==> config.mk <==
export PLATFORM = sky130hd
export DESIGN_NAME = vbuf_wr_arb
export DESIGN_NICKNAME = d
export VERILOG_FILES = /design/src/rtl/vbuf_wr_arb.sv
export SDC_FILE = /design/constraint.sdc
export NUM_CORES = 1
export LEC_CHECK = 0
export CORE_MARGIN = 2
export CORE_UTILIZATION = 51
export CTS_BUF_LIST = sky130_fd_sc_hd__clkbuf_8
export DETAILED_ROUTE_END_ITERATION = 8
export PLACE_DENSITY = 0.9
export SYNTH_ARGS = -nofsm -noshare
export SYNTH_HDL_FRONTEND = slang
export SYNTH_SLANG_ARGS = --single-unit
==> constraint.sdc <==
create_clock -name vram_clk -period 2.3 [get_ports vram_clk]
set_clock_uncertainty 0.05 [all_clocks]
set_input_delay 0.23 -clock vram_clk [delete_from_list [all_inputs] [get_ports vram_clk]]
set_output_delay 0.23 -clock vram_clk [all_outputs]
set_load 0.005 [all_outputs]
==> src/rtl/vbuf_wr_arb.sv <==
// Round-robin write arbiter for the frame buffer's single byte-write port.
// Four producers compete; the granted one keeps the port for a whole packet
// (until it flags its last byte or the burst limit is hit), and every issued
// byte is followed by GAP_CYCLES quiet cycles so the UART drain keeps up.
module vbuf_wr_arb #(
    parameter logic [10:0] GAP_CYCLES = 11'd1050,
    parameter logic [7:0]  MAX_BURST  = 8'd80
) (
    input  logic        vram_clk,
    input  logic        reset,
    input  logic [3:0]  req,
    input  logic [31:0] req_data,
    input  logic [3:0]  req_last,
    output logic [3:0]  req_ack,
    output logic [3:0]  gnt,
    output logic [7:0]  data_in,
    output logic        data_in_rdy,
    output logic        busy
);

    typedef enum logic [1:0] {
        ST_IDLE = 2'd0,
        ST_SEND = 2'd1,
        ST_GAP  = 2'd2
    } state_t;

    state_t      state_q;
    logic [1:0]  ptr_q;        // index of the most recently granted producer
    logic [1:0]  gidx_q;       // index of the producer currently granted
    logic [7:0]  burst_cnt_q;
    logic [10:0] gap_cnt_q;
    logic        last_seen_q;
    logic [3:0]  gnt_q;
    logic [3:0]  req_ack_q;
    logic [7:0]  data_in_q;
    logic        data_in_rdy_q;
    logic        busy_q;

    // Per-producer byte lanes unpacked from the flat request bus.
    logic [7:0] lane [4];

    genvar gi;
    generate
        for (gi = 0; gi < 4; gi++) begin : g_lane
            assign lane[gi] = req_data[8*gi +: 8];
        end
    endgenerate

    logic [1:0] pick_idx;
    logic [1:0] cand;

    // Round-robin pick: first requester after ptr_q, wrapping, ptr_q itself last.
    always_comb begin
        pick_idx = ptr_q;
        cand     = ptr_q;
        for (int k = 4; k >= 1; k--) begin
            cand = ptr_q + 2'(k);
            if (req[cand]) begin
                pick_idx = cand;
            end
        end
    end

    // Arbitration FSM; every output is a register written here.
    always_ff @(posedge vram_clk or posedge reset) begin
        if (reset) begin
            state_q       <= ST_IDLE;
            ptr_q         <= 2'd3;
            gidx_q        <= 2'd0;
            burst_cnt_q   <= 8'd0;
            gap_cnt_q     <= 11'd0;
            last_seen_q   <= 1'b0;
            gnt_q         <= 4'd0;
            req_ack_q     <= 4'd0;
            data_in_q     <= 8'h00;
            data_in_rdy_q <= 1'b0;
            busy_q        <= 1'b0;
        end else begin
            // Strobes are single-cycle; data_in keeps its last value.
            data_in_rdy_q <= 1'b0;
            req_ack_q     <= 4'd0;
            case (state_q)
                ST_IDLE: begin
                    if (|req) begin
                        gidx_q      <= pick_idx;
                        gnt_q       <= 4'(1) << pick_idx;
                        burst_cnt_q <= 8'd0;
                        last_seen_q <= 1'b0;
                        busy_q      <= 1'b1;
                        state_q     <= ST_SEND;
                    end
                end
                ST_SEND: begin
                    if (req[gidx_q]) begin
                        data_in_q     <= lane[gidx_q];
                        data_in_rdy_q <= 1'b1;
                        req_ack_q     <= 4'(1) << gidx_q;
                        burst_cnt_q   <= burst_cnt_q + 8'd1;
                        last_seen_q   <= req_last[gidx_q];
                        gap_cnt_q     <= GAP_CYCLES - 11'd1;
                        state_q       <= ST_GAP;
                    end else begin
                        // Producer withdrew: give up the grant without a byte.
                        gnt_q   <= 4'd0;
                        ptr_q   <= gidx_q;
                        busy_q  <= 1'b0;
                        state_q <= ST_IDLE;
                    end
                end
                ST_GAP: begin
                    if (gap_cnt_q == 11'd0) begin
                        if (last_seen_q || (burst_cnt_q == MAX_BURST)) begin
                            gnt_q   <= 4'd0;
                            ptr_q   <= gidx_q;
                            busy_q  <= 1'b0;
                            state_q <= ST_IDLE;
                        end else begin
                            state_q <= ST_SEND;
                        end
                    end else begin
                        gap_cnt_q <= gap_cnt_q - 11'd1;
                    end
                end
                default: begin
                    gnt_q   <= 4'd0;
                    busy_q  <= 1'b0;
                    state_q <= ST_IDLE;
                end
            endcase
        end
    end

    assign req_ack     = req_ack_q;
    assign gnt         = gnt_q;
    assign data_in     = data_in_q;
    assign data_in_rdy = data_in_rdy_q;
    assign busy        = busy_q;

endmodule

=== Word-level counts from Yosys, hierarchy flattened ===
Cells that the tools add are included.

* $add $sub $neg: 5
* Magnitude comparators: 5
* Equality and inequality tests: 9
* Shifts and indexed selects: 2
* Mux-type cells: 48
* Bitwise operators: 1
* Reductions and logical operators: 13

{| class="wikitable"
|+ Operators with widths
! operator !! count
|-
| 2-to-1 mux 8 bit || 4
|-
| 2-to-1 mux 4 bit || 6
|-
| 2-to-1 mux 11 bit || 2
|-
| one-hot mux 11 bit (2 select lines) || 1
|-
| 2-to-1 mux 2 bit || 9
|-
| binary-select mux 8 bit (select 2 bit) || 1
|-
| one-hot mux 8 bit (2 select lines) || 1
|-
| 2-to-1 mux 1 bit || 14
|-
| < comparator 2 x 3 -> 1 bit, second input constant || 4
|-
| inequality test 2 bit, second input constant || 6
|-
| one-hot mux 4 bit (3 select lines) || 1
|-
| zero test 11 bit || 1
|-
| subtractor 11 x 1 -> 11 bit, second input constant || 1
|-
| binary-select mux 1 bit (select 2 bit) || 5
|-
| adder 8 x 1 -> 8 bit, second input constant || 1
|-
| == test 8 x 7 -> 1 bit, second input constant || 1
|-
| AND reduction 4 bit || 2
|-
| left shift 1 x 2 -> 4 bit, first input constant || 2
|-
| one-hot mux 2 bit (3 select lines) || 1
|-
| AND reduction 2 bit || 3
|-
| AND reduction 3 bit || 2
|-
| adder 2 bit, second input constant || 2
|-
| one-hot mux 2 bit (2 select lines) || 1
|-
| nonzero test 2 bit || 2
|-
| other kinds (10) || 10
|}

* Register bits: 44
* Bits of input ports: 42
* Logic and storage cells: 94

=== Longest topological paths before layout ===
Gate-level depths: netlist of the first run.

* Depth after elaboration: 9
* Gate-level depth with buffers: 8
* Depth with buffers taken out: 7

=== Worst setup path before layout of the first run ===
OpenSTA, ideal clock, no wires.

* Path type: register to register
* Start point: reg state_q[0]
* End point: reg ptr_q[0]
* Library setup time: 82 ps
* Data arrival time: 1881 ps
* Setup slack: 287 ps
* Stages on the path, launching flop included: 8
* Path buffers: 0
* Clock period less this slack: 2013 ps
* Path through: dfrtp_1 inv_1 ha_1 or3b_2 nor4_4 a21oi_1 nor2_1 mux2_2

* Longest elaborated chain between the ends: 3
* Elaborated cells on any way between the ends: 8
* Classes of those cells: 5 x eq/ne; 1 x mux; 2 x reduce/logical

{| class="wikitable"
|+ RTL lines
! element !! RTL line !! RTL
|-
| from (decl) || 27 || <nowiki>state_t state_q;</nowiki>
|-
| from (signal assigned) || 67 || <nowiki>state_q <= ST_IDLE;</nowiki>
|-
| from (signal assigned) || 90 || <nowiki>state_q <= ST_SEND;</nowiki>
|-
| from (signal assigned) || 101 || <nowiki>state_q <= ST_GAP;</nowiki>
|-
| == test 2 bit / == test 2 x 1 -> 1 bit (equally long branches) || 82 || <nowiki>case (state_q)</nowiki>
|-
| inequality test 2 bit (no source line) / nonzero test 2 bit (equally long branches) || n/a ||
|-
| AND reduction 4 bit (no source line) || n/a ||
|-
| to (signal assigned) || 105 || <nowiki>ptr_q <= gidx_q;</nowiki>
|-
| to (signal assigned) || 114 || <nowiki>ptr_q <= gidx_q;</nowiki>
|-
| to (decl) || 28 || <nowiki>logic [1:0] ptr_q;</nowiki>
|}

Parallel ways exist; a longest one is shown, timed or not.
A chain may end at the register's enable or synchronous reset.

=== Worst setup path after layout of the first run ===
* Start point: reg gap_cnt_q[0]
* End point: reg gap_cnt_q[10]

* Longest elaborated chain between the ends: 3
* Elaborated cells on any way between the ends: 6
* Classes of those cells: 1 x add/sub; 1 x eq/ne; 2 x mux; 2 x reduce/logical

{| class="wikitable"
|+ RTL lines
! element !! RTL line !! RTL
|-
| from (decl) || 31 || <nowiki>logic [10:0] gap_cnt_q;</nowiki>
|-
| from (signal assigned) || 100 || <nowiki>gap_cnt_q <= GAP_CYCLES - 11'd1;</nowiki>
|-
| from (signal assigned) || 121 || <nowiki>gap_cnt_q <= gap_cnt_q - 11'd1;</nowiki>
|-
| subtractor 11 x 1 -> 11 bit / zero test 11 bit (equally long branches) || 121, 111 ||
|-
| 2-to-1 mux 11 bit / inequality test 2 bit (equally long branches) || n/a ||
|-
| one-hot mux 11 bit (2 select lines) / AND reduction 3 bit (equally long branches) || n/a ||
|}

Parallel ways exist; a longest one is shown, timed or not. The select of a mux whose other input is x is not followed.

==> summary.txt, run 1 <==
Die
  • Core area: 0.004723 mm²
  • Initial Util: 0.5314
  • Die H: 74.15 µm
  • Core Rows: 25
  • Die ar.: 0.005498 mm²
  • Boundary Pins: 60
  • Die span in x: between 70 and 80 µm

Timing
  • Tcrit/Tclk final: 0.9396
  • Final Max Tran Viols: 0
  • RSZ-0062 raised after global routing: no
  • Slew @ Worst Pin: 0.5380 ns
  • Max_slew headroom: 0.6320
  • Setup violations, final: 0
  • Fmax: roughly 0.46 GHz
  • Hold Vio Cnt, Final: 0
  • Total Neg Setup Slack: 0 ns
  • Tmin final: 2.161 ns
  • Final hold slack: between 0.2 and 0.25 ns

GRT
  • Largest net degree at the start of global routing: 45
  • Antenna violations before repair: 0
  • Global-route wire length before repair: 9770 µm
  • GRT Util Overall: 0.2334
  • Total gr overflow: 0
  • Vias in the first global route: 2125

Clock tree
  • Root buffer cell: clkbuf_8
  • CTS tree: built
  • Hold-fix buffers, CTS: 0
  • Clk pin slew, worst setup/hold paths: 0.09 ns
  • Worst skew pair latency: approximately 0.30 ns
  • Clock Path Buffers: 2
  • CTS sink cnt: 44
  • TritonCTS Buffers: 5
  • H-tree level count: 2
  • Gates resized, CTS repair: 0
  • Setup Fix Bufs, Post-CTS: 0

Worst setup path
  • R2r endpoint: gap_cnt_q[10]$_DFFE_PP0P_
  • Worst reg2reg setup slack: 0.14 ns
  • Worst-path maximum fanout: 7
  • Startpoint types: flop
  • R2R cell count: 6
  • Critical path endpoint category: flop
  • Required @ worst endpoint: 2.41 ns
  • Reg2reg start: gap_cnt_q[0]$_DFFE_PP0P_
  • Arr. time, crit path: 2.27 ns
  • Critical path class: reg -> reg

Finish
  • Commonest non-fill, non-tap cell in the layout: clkdlybuf4s50_1
  • Layout fillers: 321
  • Leading cell types in the layout, fill and taps excluded: clkdlybuf4s50_1 (59), dfrtp_1 (42), nor2_1 (21)
  • Inserted Diodes: 0
  • Area Growth Syn to Fin: 33.25%
  • Net count, final: 352
  • Layout cells sized above 1: 0.1776

Power
  • Internal power: ~2.2 mW
  • Pwr/cell area: 1061 mW/mm²
  • Combinational power share: 0.528
  • Clock Power Share: 0.140
  • Sequential share of power: 0.332
  • Net switching power: ~1.3 mW
  • Worst IR Drop VDD: 0.9596 mV
  • Switching Share: 0.3752
  • Leak: 1.418 nW

Drt
  • Vias: 2116
  • Vias per inst: 5.704
  • Drt drc: 0
  • WL final: 5820 µm
  • Initial drt markers: 186
  • Post-DRT Antenna Nets: 0
  • Post-DR wirelength/cell: 15.69 µm
  • First-pass DRT Iterations: 4

Logic synthesis
  • Synth async-reset ratio: 1.000
  • Average cell area after synthesis: 10.82 µm²
  • Adder-cell share of the synthesized area: 0.03490
  • Multiplexer area fraction after synthesis: 0.1346
  • #FFs+latches synth: between 40 and 50
  • Post-Synth Simple-Gate Area: 0.1959
  • Mapped Cells: 232
  • Yosys top cell by area: dfrtp_1
  • Post-synthesis sequential area ratio: 0.4397
  • Post-synth EDFFs: 0
  • Dominant synthesized flop cell: dfrtp_1
  • Synth Net Count: ~280
  • Yosys top cell area share: 0.4187
  • Synth area leaders: dfrtp_1 (42%), mux4_2 (9.0%), mux2_2 (4.5%)
  • Complex-gate fraction of the synthesized area: 0.1416
  • Post-synth cell types: 54
  • Xor-xnor portion of the synthesized cell area: 0.02094
  • Yosys warnings: 0
  • Synth Cell Area: 0.002510 mm²
  • Main combinational cell family by area after synthesis: simple AND/OR/NAND/NOR gates

Run status
  • Outcome: finished clean

Placement
  • Port Buf Inserts: 59
  • GP Congestion: around 0.87
  • DP HPWL: between 4000 and 5000 µm

Hold path
  • Hold crit path type: in -> async

Job
  • Max-capacitance violation count: 0
-- per-layer routing --
metal  GRT usage  part of all wire  vias to the layer above
li1            -                 -                      995
met1      0.3042              0.42                     1044
met2      0.3968              0.52                       72
met3     0.04743             0.057                        5
met4     0.06869            0.0076                        0
met5           0                 0                        -
-- kinds of logic after synthesis --
family          Yosys count
simple gates             87
compound gates           49
flops                    44
mux                      20
buf+inv                  19
fa+ha+maj                 7
xor+xnor                  6
-- state kept, by name (all words and copies together) (netlist names) --
register,flops
burst_cnt_q,8
busy,1
data_in,8
data_in_rdy,1
gap_cnt_q,11
gidx_q,2
gnt,4
last_seen_q,1
ptr_q,2
req_ack,4
state_q,2
-- stage by stage --
step,setup WS [ns],cells,cell area (µm²),power (mW),util
floorplan,0.2869,232,2510,2.365,-
global placement,0.1733,361,3236,2.981,0.6850
detailed placement,0.07803,361,3236,3.047,0.6850
CTS,0.1011,369,3329,3.551,0.7049
global route,0.001052,371,3344,3.772,0.7081
finish,0.1390,371,3344,3.548,0.7081
-- synth_stat cells (2+ instances only) --
cell type,n
a21o_1,4
a21oi_1,5
a22o_1,5
buf_2,2
buf_4,2
clkbuf_1,2
dfrtp_1,42
dfstp_2,2
ha_1,7
inv_1,12
mux2_2,10
mux4_2,10
nand2_1,19
nand2b_1,5
nand3_1,5
nor2_1,21
nor2b_1,4
nor3_1,6
nor3b_1,3
nor4_1,4
o21ai_0,14
o31a_1,2
o31ai_1,5
o41ai_1,4
or3_1,3
or3_4,2
xnor2_1,4
xor2_1,2
-- worst max-delay path, cell delays in order, from the launching register on --
cell	delay (ns)
dfrtp_1	0.43
inv_1	0.07
ha_1	0.18
nand2b_1	0.24
or3_1	0.49
o41ai_1	0.38
o21ai_0	0.18
-- worst max path at each step --
stage                     cells after the start  slack [ns]                     start                   endpoint
after floorplan                               7        0.29    state_q[0]$_DFFE_PP0P_       ptr_q[0]$_DFFE_PP1P_
after global placement                        7        0.17    state_q[0]$_DFFE_PP0P_       ptr_q[0]$_DFFE_PP1P_
after detailed placement                      6        0.08                    req[1]       ptr_q[0]$_DFFE_PP1P_
after CTS                                     7        0.10    state_q[0]$_DFFE_PP0P_       ptr_q[0]$_DFFE_PP1P_
after global routing                          6       0.001  gap_cnt_q[0]$_DFFE_PP0P_  gap_cnt_q[10]$_DFFE_PP0P_
final                                         6        0.14  gap_cnt_q[0]$_DFFE_PP0P_  gap_cnt_q[10]$_DFFE_PP0P_
-- power by group through the flow --
| stage | registers (mW) | logic, mW | clock network [mW] |
|---|---|---|---|
| after floorplan | 1.17 | 1.19 | 0 |
| final | 1.18 | 1.87 | 0.497 |
| after CTS | 1.18 | 1.87 | 0.506 |
| after global placement | 1.18 | 1.80 | 0 |
| after detailed placement | 1.19 | 1.86 | 0 |
| after global routing | 1.21 | 2.04 | 0.527 |
-- final cells by class --
class / instances / area, µm² / share of cell area
Tap cell: 67 / 83.83 / 0.02507
Clock inverter: 2 / 11.26 / 0.003367
Sequential cell: 44 / 1104 / 0.3300
Timing Repair Buffer: 71 / 693.2 / 0.2073
Multi-Input combinational cell: 169 / 1325 / 0.3962
Clock buffer: 6 / 82.58 / 0.02469
Inverter: 12 / 45.04 / 0.01347
(Power assumes the default switching activity.)
==> inputs of run 2 (changes only) <==
Settings changed: CAP_MARGIN set to 20.
==> results of run 2 <==
Final layout, timing and power as in run 1 (identical DEF).
==> inputs of run 3 (changes only) <==
Settings changed: GPL_TIMING_DRIVEN set to 0.
==> summary.txt, run 3 (synthesized netlist as in run 1, its figures left out) <==
Run status
  • Outcome: finished clean (unchanged)

Worst setup path
  • R2R cell count: 7 (was 6)
  • R2r endpoint: ptr_q[1]$_DFFE_PP1P_ (was gap_cnt_q[10]$_DFFE_PP0P_)
  • Critical path class: reg -> reg (unchanged)
  • Startpoint types: flop (unchanged)
  • Reg2reg start: state_q[0]$_DFFE_PP0P_ (was gap_cnt_q[0]$_DFFE_PP0P_)
  • Arr. time, crit path: 2.37 ns (was 2.27 ns)
  • Critical path endpoint category: flop (unchanged)
  • Worst reg2reg setup slack: 0.12 ns (was 0.14 ns)
  • Critical Path Start: state_q[0]$_DFFE_PP0P_ (was gap_cnt_q[0]$_DFFE_PP0P_)
  • Worst-path maximum fanout: 4 (was 7)
  • Required @ worst endpoint: 2.49 ns (was 2.41 ns)

Die
  • Die ar.: 0.005498 mm² (unchanged)
  • Boundary Pins: 60 (unchanged)
  • Die H: 74.15 µm (unchanged)
  • Initial Util: 0.5314 (unchanged)
  • Die span in x: 74.15 µm (unchanged)
  • Core Rows: 25 (unchanged)
  • Core area: 0.004723 mm² (unchanged)

Timing
  • Setup violations, final: 0 (unchanged)
  • Max_slew headroom: 0.3945 (was 0.6320)
  • Setup WS post-layout: 0.1228 ns (was 0.1390 ns)
  • Slew @ Worst Pin: 0.9070 ns (was 0.5380 ns)
  • Hold Vio Cnt, Final: 0 (unchanged)
  • Fmax: 0.4593 GHz (was 0.4627 GHz)
  • Tmin final: 2.177 ns (was 2.161 ns)
  • RSZ-0062 raised after global routing: no (unchanged)
  • Tcrit/Tclk final: 0.9466 (was 0.9396)
  • Final Max Tran Viols: 0 (unchanged)

Power
  • Switching Share: 0.3660 (was 0.3752)
  • Pwr/cell area: 1104 mW/mm² (was 1061 mW/mm²)
  • Tot Pwr: 3.674 mW (was 3.548 mW)
  • Combinational power share: 0.498 (was 0.528)
  • Net switching power: 1.345 mW (was 1.331 mW)
  • Sequential share of power: 0.323 (was 0.332)
  • Internal power: 2.329 mW (was 2.217 mW)
  • Leak: 1.396 nW (was 1.418 nW)
  • Clock Power Share: 0.179 (was 0.140)
  • Worst IR Drop VDD: 0.8009 mV (was 0.9596 mV)

Finish
  • Layout fillers: 312 (was 321)
  • Fin area: 0.003327 mm² (was 0.003344 mm²)
  • Layout cells sized above 1: 0.1700 (was 0.1776)
  • Largest register FFs: 11 (unchanged)
  • FF+latch area: 0.001104 mm² (unchanged)
  • Inserted Diodes: 0 (unchanged)
  • Multi-input logic area: 0.001334 mm² (was 0.001325 mm²)
  • Commonest non-fill, non-tap cell in the layout: clkdlybuf4s50_1 (unchanged)
  • Biggest register: gap_cnt_q (unchanged)
  • Leading cell types in the layout, fill and taps excluded: clkdlybuf4s50_1 (59), dfrtp_1 (42), nor2_1 (20) (was clkdlybuf4s50_1 (59), dfrtp_1 (42), nor2_1 (21))
  • Net count, final: 348 (was 352)
  • Area Growth Syn to Fin: 32.55% (was 33.25%)

Drt
  • WL final: 5870 µm (was 5820 µm)
  • Post-DR wirelength/cell: 15.99 µm (was 15.69 µm)
  • Initial drt markers: 173 (was 186)
  • Drt drc: 0 (unchanged)
  • Post-DRT Antenna Nets: 0 (unchanged)
  • First-pass DRT Iterations: 4 (unchanged)
  • Vias: 2089 (was 2116)
  • Vias per inst: 5.692 (was 5.704)

Placement
  • Placed inst area: 0.003184 mm² (was 0.003236 mm²)
  • Pre-CTS WS: -0.007323 ns (was 0.07803 ns)
  • DP HPWL: 4346 µm (was 4432 µm)
  • Port Buf Inserts: 59 (unchanged)
  • GP Congestion: 0.8893 (was 0.8655)

Clock tree
  • H-tree level count: 2 (unchanged)
  • Hold-fix buffers, CTS: 0 (unchanged)
  • CTS tree: built (unchanged)
  • Worst skew pair latency: 0.31 ns (was 0.30 ns)
  • Clk pin slew, worst setup/hold paths: 0.09 ns (about the same)
  • Root buffer cell: clkbuf_8 (unchanged)
  • Clock Path Buffers: 2 (unchanged)
  • TritonCTS Buffers: 5 (unchanged)
  • CTS sink cnt: 44 (unchanged)

GRT
  • Antenna violations before repair: 0 (unchanged)
  • Largest net degree at the start of global routing: 45 (unchanged)
  • GRT Util Overall: 0.2294 (was 0.2334)
  • Total gr overflow: 0 (unchanged)
  • Vias in the first global route: 2022 (was 2125)
  • Global-route wire length before repair: 9480 µm (was 9770 µm)

Job
  • Max-capacitance violation count: 0 (unchanged)

Hold path
  • Hold crit path type: in -> async (unchanged)
## run 3: how the worst max path moves through the flow
stage,end,slack (ns),cells past startpoint
floorplan,ptr_q[0]$_DFFE_PP1P_,0.29,7
global placement,burst_cnt_q[7]$_DFFE_PP0P_,0.06,6
detailed placement,burst_cnt_q[7]$_DFFE_PP0P_,-0.007,6
CTS,ptr_q[1]$_DFFE_PP1P_,0.03,7
global route,ptr_q[0]$_DFFE_PP1P_,0.04,7
finish,ptr_q[1]$_DFFE_PP1P_,0.12,7
## run 3: layer usage
metal / track usage / part of all wire / wire length, µm
met5: 0 / 0 / 0
met4: 0.07071 / 0.020 / 119
met3: 0.05962 / 0.050 / 296
met2: 0.3879 / 0.51 / 2984
met1: 0.2905 / 0.42 / 2470
## run 3: power groups by stage
stage,clock (mW),sequential [mW],combinational [mW]
floorplan,0,1.17,1.19
global placement,0,1.18,1.75
detailed placement,0,1.20,1.81
CTS,0.658,1.18,1.82
global route,0.689,1.21,2.01
finish,0.658,1.19,1.83
## run 3: cell type report
class	count	share of cell area
plain buffers	7	0.01091
clock buffers	7	0.02896
clock inverters	1	0.009026
inverters	12	0.01354
multi-input cells	169	0.4009
flip-flops and latches	44	0.3317
well taps	67	0.02520
repair buffers	60	0.1798
## run 3: what timing repair did
action	4_1_cts	5_1_grt
pin swaps	0	1
buffers inserted	0	1
gates resized for setup	1	2
gates cloned	0	0
setup endpoints to repair	1	4
## run 3: worst max-delay path: stages (launching register included)
cell	delay [ns]
dfrtp_1	0.43
inv_1	0.09
ha_1	0.18
or3b_2	0.48
nor4_4	0.27
a21oi_1	0.10
nor2_2	0.17
mux2_2	0.35
## run 3: through the flow
step	setup TNS [ns]	instances	hold slack, ns	util
floorplan	0	232	0.3015	-
global placement	0	358	0.4383	0.6742
detailed placement	-0.007323	358	0.4363	0.6742
CTS	0	366	0.4162	0.7012
global route	0	367	0.4796	0.7044
finish	0	367	0.3781	0.7044
